## config.mk

```make
export PLATFORM = sky130hd
export DESIGN_NAME = wb_burst_master
export DESIGN_NICKNAME = d
export VERILOG_FILES = /design/src/rtl/wb_burst_master.sv
export SDC_FILE = /design/constraint.sdc
export NUM_CORES = 1
export LEC_CHECK = 0
export ABC_AREA = 1
export CAP_MARGIN = 10
export CELL_PAD_IN_SITES_DETAIL_PLACEMENT = 1
export CELL_PAD_IN_SITES_GLOBAL_PLACEMENT = 2
export CORE_ASPECT_RATIO = 2
export CORE_MARGIN = 2
export CORE_UTILIZATION = 36
export CTS_CLUSTER_DIAMETER = 80
export DETAILED_ROUTE_END_ITERATION = 10
export DONT_BUFFER_PORTS = 1
export GPL_ROUTABILITY_DRIVEN = 0
export PLACE_DENSITY = 0.81
export SKIP_LAST_GASP = 1
export SYNTH_ARGS = -nofsm -noshare
export SYNTH_HDL_FRONTEND = slang
export SYNTH_SLANG_ARGS = --single-unit
```

## constraint.sdc

```tcl
create_clock -name ram_clk_i -period 3.1 [get_ports ram_clk_i]
set_input_delay 0.31 -clock ram_clk_i [delete_from_list [all_inputs] [get_ports ram_clk_i]]
set_output_delay 0.31 -clock ram_clk_i [all_outputs]
set_load 0.01 [all_outputs]
```

## src/rtl/wb_burst_master.sv

```systemverilog
// Wishbone B3 incrementing-burst initiator: turns one block-transfer command into one burst.
// Write data is buffered completely before the burst. Read data streams back one beat per ack.
module wb_burst_master #(
  parameter int BUF_ADDR_BITS = 4,
  parameter int TIMEOUT       = 1024
) (
  input  logic                     ram_clk_i,
  input  logic                     rst,
  input  logic                     cmd_valid,
  output logic                     cmd_ready,
  input  logic                     cmd_we,
  input  logic [29:0]              cmd_addr,
  input  logic [BUF_ADDR_BITS-1:0] cmd_len,
  input  logic [3:0]               cmd_sel,
  input  logic                     wr_valid,
  output logic                     wr_ready,
  input  logic [31:0]              wr_data,
  output logic                     rd_valid,
  output logic [31:0]              rd_data,
  output logic                     done,
  output logic                     error,
  output logic                     wbm_cyc_o,
  output logic                     wbm_stb_o,
  output logic                     wbm_we_o,
  output logic [29:0]              wbm_addr_o,
  output logic [2:0]               wbm_cti_o,
  output logic [1:0]               wbm_bte_o,
  output logic [3:0]               wbm_sel_o,
  output logic [31:0]              wbm_data_o,
  input  logic [31:0]              wbm_data_i,
  input  logic                     wbm_ack_i,
  input  logic                     wbm_err_i
);

  localparam int          DEPTH   = 1 << BUF_ADDR_BITS;
  localparam int          TMO_W   = $clog2(TIMEOUT + 1);
  localparam logic [2:0]  CTI_INC = 3'b010;
  localparam logic [2:0]  CTI_END = 3'b111;

  typedef enum logic [1:0] {IDLE, FILL, BURST, FINISH} state_t;

  state_t                   r_state;
  logic [31:0]              r_buf [DEPTH];
  logic [BUF_ADDR_BITS-1:0] r_len;
  logic [BUF_ADDR_BITS-1:0] r_wptr;
  logic [BUF_ADDR_BITS-1:0] r_beat;
  logic [TMO_W-1:0]         r_tmo;
  logic                     r_cmd_we;
  logic [3:0]               r_cmd_sel;

  logic                     r_cmd_ready;
  logic                     r_wr_ready;
  logic                     r_rd_valid;
  logic [31:0]              r_rd_data;
  logic                     r_done;
  logic                     r_error;
  logic                     r_cyc;
  logic                     r_stb;
  logic                     r_we;
  logic [29:0]              r_addr;
  logic [2:0]               r_cti;
  logic [1:0]               r_bte;
  logic [3:0]               r_sel;
  logic [31:0]              r_data_o;

  logic                     w_cmd_hs;
  logic                     w_wr_hs;
  logic                     w_last_beat;
  logic                     w_tmo_hit;
  logic                     w_abort;
  logic [BUF_ADDR_BITS-1:0] w_next_beat;
  logic [31:0]              w_first_wdata;

  function automatic logic [2:0] cti_for(input logic [BUF_ADDR_BITS-1:0] beat,
                                         input logic [BUF_ADDR_BITS-1:0] len);
    return (beat == len) ? CTI_END : CTI_INC;
  endfunction

  assign w_cmd_hs    = cmd_valid & r_cmd_ready;
  assign w_wr_hs     = wr_valid & r_wr_ready;
  assign w_last_beat = (r_beat == r_len);
  assign w_next_beat = r_beat + 1'b1;
  assign w_tmo_hit   = ~wbm_ack_i & (r_tmo == TMO_W'(TIMEOUT - 1));
  assign w_abort     = wbm_err_i | w_tmo_hit;
  // A one-beat write launches on the same edge that stores its only word.
  assign w_first_wdata = (r_wptr == '0) ? wr_data : r_buf[0];

  // Write buffer: data only, never reset.
  always_ff @(posedge ram_clk_i) begin
    if (r_state == FILL && w_wr_hs)
      r_buf[r_wptr] <= wr_data;
  end

  always_ff @(posedge ram_clk_i) begin
    if (rst) begin
      r_state     <= IDLE;
      r_len       <= '0;
      r_wptr      <= '0;
      r_beat      <= '0;
      r_tmo       <= '0;
      r_cmd_we    <= 1'b0;
      r_cmd_sel   <= '0;
      r_cmd_ready <= 1'b0;
      r_wr_ready  <= 1'b0;
      r_rd_valid  <= 1'b0;
      r_rd_data   <= '0;
      r_done      <= 1'b0;
      r_error     <= 1'b0;
      r_cyc       <= 1'b0;
      r_stb       <= 1'b0;
      r_we        <= 1'b0;
      r_addr      <= '0;
      r_cti       <= '0;
      r_bte       <= '0;
      r_sel       <= '0;
      r_data_o    <= '0;
    end else begin
      r_done     <= 1'b0;
      r_rd_valid <= 1'b0;
      case (r_state)
        IDLE: begin
          r_cmd_ready <= 1'b1;
          if (w_cmd_hs) begin
            r_cmd_ready <= 1'b0;
            r_error     <= 1'b0;
            r_len       <= cmd_len;
            r_cmd_we    <= cmd_we;
            r_cmd_sel   <= cmd_sel;
            r_addr      <= cmd_addr;
            r_beat      <= '0;
            r_wptr      <= '0;
            r_tmo       <= '0;
            if (cmd_we) begin
              r_wr_ready <= 1'b1;
              r_state    <= FILL;
            end else begin
              r_cyc   <= 1'b1;
              r_stb   <= 1'b1;
              r_we    <= 1'b0;
              r_sel   <= cmd_sel;
              r_bte   <= 2'b00;
              r_cti   <= cti_for('0, cmd_len);
              r_state <= BURST;
            end
          end
        end

        FILL: begin
          if (w_wr_hs) begin
            r_wptr <= r_wptr + 1'b1;
            if (r_wptr == r_len) begin
              r_wr_ready <= 1'b0;
              r_cyc      <= 1'b1;
              r_stb      <= 1'b1;
              r_we       <= 1'b1;
              r_sel      <= r_cmd_sel;
              r_bte      <= 2'b00;
              r_cti      <= cti_for('0, r_len);
              r_data_o   <= w_first_wdata;
              r_state    <= BURST;
            end
          end
        end

        BURST: begin
          if (w_abort) begin
            // Error or timeout: drop the bus at once, discard remaining beats.
            r_cyc   <= 1'b0;
            r_stb   <= 1'b0;
            r_cti   <= '0;
            r_error <= 1'b1;
            r_done  <= 1'b1;
            r_state <= FINISH;
          end else if (wbm_ack_i) begin
            r_tmo <= '0;
            if (!r_cmd_we) begin
              r_rd_valid <= 1'b1;
              r_rd_data  <= wbm_data_i;
            end
            if (w_last_beat) begin
              r_cyc   <= 1'b0;
              r_stb   <= 1'b0;
              r_cti   <= '0;
              r_done  <= 1'b1;
              r_state <= FINISH;
            end else begin
              r_beat   <= w_next_beat;
              r_addr   <= r_addr + 30'd1;
              r_cti    <= cti_for(w_next_beat, r_len);
              r_data_o <= r_buf[w_next_beat];
            end
          end else begin
            r_tmo <= r_tmo + 1'b1;
          end
        end

        FINISH: begin
          r_cmd_ready <= 1'b1;
          r_state     <= IDLE;
        end

        default: r_state <= IDLE;
      endcase
    end
  end

  assign cmd_ready  = r_cmd_ready;
  assign wr_ready   = r_wr_ready;
  assign rd_valid   = r_rd_valid;
  assign rd_data    = r_rd_data;
  assign done       = r_done;
  assign error      = r_error;
  assign wbm_cyc_o  = r_cyc;
  assign wbm_stb_o  = r_stb;
  assign wbm_we_o   = r_we;
  assign wbm_addr_o = r_addr;
  assign wbm_cti_o  = r_cti;
  assign wbm_bte_o  = r_bte;
  assign wbm_sel_o  = r_sel;
  assign wbm_data_o = r_data_o;

endmodule

```

==> key figures <==
STA
  – Fmax achieved: between 0.3 and 0.4 GHz
  – Final hold violation count: 0
  – TNS Setup: 0 ps
  – RSZ-0062 raised after global routing: false
  – Final Slew Violations: 0
  – Setup violators final: 0
  – Shortest period the worst path allows: roughly 2700 ps
  – Final worst setup slack: between 300 and 400 ps
  – Setup Skew: ~15 ps
  – Worst slew pin tran: 1080 ps
  – Crit share post-route: 87.4%
  – Slew margin rel.: roughly 28%

Power and ir drop
  – Switching share of power: a little over a third
  – P per Cell Area: roughly 750 nW/um2
  – Peak VDD IR: 530 uV
  – Part of the power in combinational logic: 27.5%
  – Seq pwr share: 40.6%
  – Total power: between 0.02 and 0.03 W
  – Net load switching power: 0.00917 W
  – Clock power share: between 30% and 40%
  – Int Pwr: roughly 0.016 W
  – Static leakage: approximately 14 nW

Synthesis
  – Sequential share of the synthesized area: 61.9%
  – Synth Area in Compound Gates: approximately 3.2%
  – Area contributors post-synth: edfxtp_1 (53%), nand2_1 (15%), dfxtp_1 (9.4%), nand3_1 (6.6%), inv_1 (4.7%)
  – Yosys reg bits: ~650
  – Cells after Synth: between 3000 and 4000
  – Share of the synthesized area in the top cell type: between 50 and 60%
  – Largest family of logic cells by synthesized area: simple AND/OR/NAND/NOR gates
  – Number of unique standard cell types used by synthesis: 40
  – Post-synthesis adder-cell area fraction: less than 1%
  – Simple-gate share of the synthesized area: between 20% and 30%
  – Synth Warn #: 0
  – Synth async-reset ratio: 0%
  – Post-synth top flop: edfxtp_1
  – Cell Area, Synth: about 29000 um2
  – Post-synthesis xor/xnor area fraction: 0.530%
  – Avg Cell Area, Syn: around 9 um2
  – EDFF count, synth: 512
  – Multiplexer share of the synthesized area: 0%
  – Synth area leader: edfxtp_1

Worst setup path
  – Most frequent CP cell: nand2_1
  – Reg2Reg Depth: 12
  – Worst path slowest cell: buf_4
  – Worst path max stage delay: 750 ps
  – Crit path kind: register to register
  – CP max FO: between 60 and 70
  – CP arrival: 3320 ps
  – CP Cell Sequence: buf_4 > buf_4 > nand2_1 > nand2_1 > nand2_1 > nand3_1 > nand3_1 > nand3_1 > nand2_1 > nand2_1 > nand2_1 > nor2_1
  – R2R Path Start: r_beat[0]
  – FF-to-FF End: wbm_data_o[13]
  – CP Launch Type: register
  – Critical Path Sink Type: register
  – CP top delay family: buffers and inverters
  – CP required: ~3700 ps
  – R2R Setup Slk: between 300 and 400 ps
  – CP Buf/Inv Count: 2

Clocking
  – Clock sinks: roughly 650
  – CTS H-tree lvls: 2
  – Root buf cell: clkbuf_16
  – Later-pin clock latency in the skew report: about 670 ps
  – Clock Path Buffers: 3
  – CTS tree: yes
  – Cts hold-fix bufs: approximately 110
  – Post-CTS setup buffers: 0
  – CTS Buf Count: 60
  – Resized cells post-CTS: 0
  – Clk slew on worst S/H paths: about 70 ps

Worst hold path
  – HP Start: wr_data[5]
  – Hold depth: 6
  – Hold Path Sink: wbm_data_o[5]
  – Hold Path Class: primary input to register

Routing
  – First DRT Iteration DRCs: roughly 1200
  – Drt total wl: about 97000 um
  – Initial DRT Pass Iterations: 5
  – Vias per inst: about 5.2
  – Residual DRC: 0
  – Remaining antenna violation count: 0
  – DR vias: ~23000
  – Avg WL per Cell: between 20 and 25 um

Floorplan
  – Die area: ~84000 um2
  – Die height: around 410 um
  – Die Wd: 206 um
  – IO Pins: 220
  – Initial Utilization: about 36%
  – Row cnt: around 150
  – Area of the core: around 80000 um2

GRT
  – Vias in the first global route: ~25000
  – Initial antenna violation count: 3
  – Gr usage total: 23.4%
  – GRT overflow: 0
  – First-pass GRT wire length: ~150000 um
  – Largest net degree at the start of global routing: approximately 160

Run status
  – Status: finished, final reports clean

Place
  – Placed cell count: between 4000 and 5000
  – Pre-CTS WS: slightly below 400 ps
  – Port-buffer cells: 0
  – Detailed Place HPWL: around 56000 um

Final layout
  – Layout Nets: 3423
  – Seq. cell area: approximately 18000 um2
  – Fill cells: just over 9000
  – Final cell count without fillers: approximately 4400
  – Area of the multi-input gates: a little over 9000 um2
  – Synthesis-to-finish area growth: 15.8%
  – Share of layout cells above drive strength 1: 6.56%

Job
  – Max_cap viols: 0
power groups by stage:
stage | logic [W] | registers [W] | clock network (W)
3_3_place_gp | 0.00667 | 0.0106 | 0
6_report | 0.00704 | 0.0104 | 0.00815
3_5_place_dp | 0.00684 | 0.0106 | 0
4_1_cts | 0.00710 | 0.0104 | 0.00831
5_1_grt | 0.00784 | 0.0104 | 0.00854
2_1_floorplan | 0.00481 | 0.0103 | 0
worst reg2reg max path: cells and delay by family, from the launching register on:
kind | cells | cell delay [ps]
simple gates | 10 | 960
flops | 1 | 420
buf+inv | 2 | 1290
final cells by class:
type	instances	area share [%]
inverters	374	4.17
flip-flops and latches	649	53.5
repair buffers	157	5.33
diodes	5	0.0369
well taps	1043	3.85
clock buffers	64	4.47
multi-input cells	2061	26.9
clock inverters	48	1.79
per-layer routing:
metal  up-vias  wire length [um]  global-route usage (%)
met2       633             52700                    44.3
li1      10600                 -                       -
met1     11400             36200                    25.3
met4         0              4070                    9.80
met5         -                 0                       0
met3       213              4480                    3.46
through the flow:
stage,cell area [um2],hold slack (ps),utilization [%]
CTS,33900,5.87,42.2
detailed placement,30700,391,38.2
global route,33900,66.1,42.2
floorplan,29300,409,-
finish,33900,33.3,42.2
global placement,30700,389,38.2
Yosys cell counts, types with 14 or more instances:
master / count
o21ai_1: 14
nand2_1: 1158
inv_1: 363
nand3_1: 388
a21oi_1: 41
buf_2: 73
nor2_1: 256
edfxtp_1: 512
o21ai_0: 100
clkbuf_1: 53
buf_1: 16
dfxtp_1: 137
cells in the final DEF, fill, tap and decap left out, drive strengths merged, types with 42 or more instances in the layout:
cell and instances:
nor2 260, clkbuf 64, o21ai 114, dlygate4sd3 106
a21oi 42, buf 51, nand3 395, inv 380
nand2 1162, edfxtp 512, dfxtp 137
sequential cells by signal, summed over array words and instances (netlist names), 2 cells and up:
register	cells
r_beat	4
wbm_sel_o	4
r_len	4
r_wptr	4
rd_data	32
r_state	2
wbm_addr_o	30
wbm_data_o	32
r_cmd_sel	4
wbm_cti_o	2
r_buf	512
r_tmo	11
how the worst max path moves through the flow:
| stage | start | endpoint | slack [ps] | depth (start not counted) |
|---|---|---|---|---|
| 2_1_floorplan | r_state[1] | r_buf[0][0] | 20 | 8 |
| 3_3_place_gp | r_beat[0] | wbm_data_o[13] | 440 | 12 |
| 3_5_place_dp | r_beat[0] | wbm_data_o[13] | 380 | 12 |
| 4_1_cts | r_beat[0] | wbm_data_o[13] | 340 | 12 |
| 5_1_grt | r_beat[0] | wbm_data_o[9] | 140 | 12 |
| 6_report | r_beat[0] | wbm_data_o[13] | 390 | 12 |
kinds of logic (layout without fill, tap and decap cells):
group,count (synthesis),count (layout)
AND/OR/NAND/NOR,1857,1857
flip-flops,649,649
buffers and inverters,538,643
AO/OA/AOI/OAI,175,175
XOR/XNOR,16,16
adder cells (fa/ha/maj),11,11
other,1,7
No activity file was read; power rests on OpenSTA's default activity.
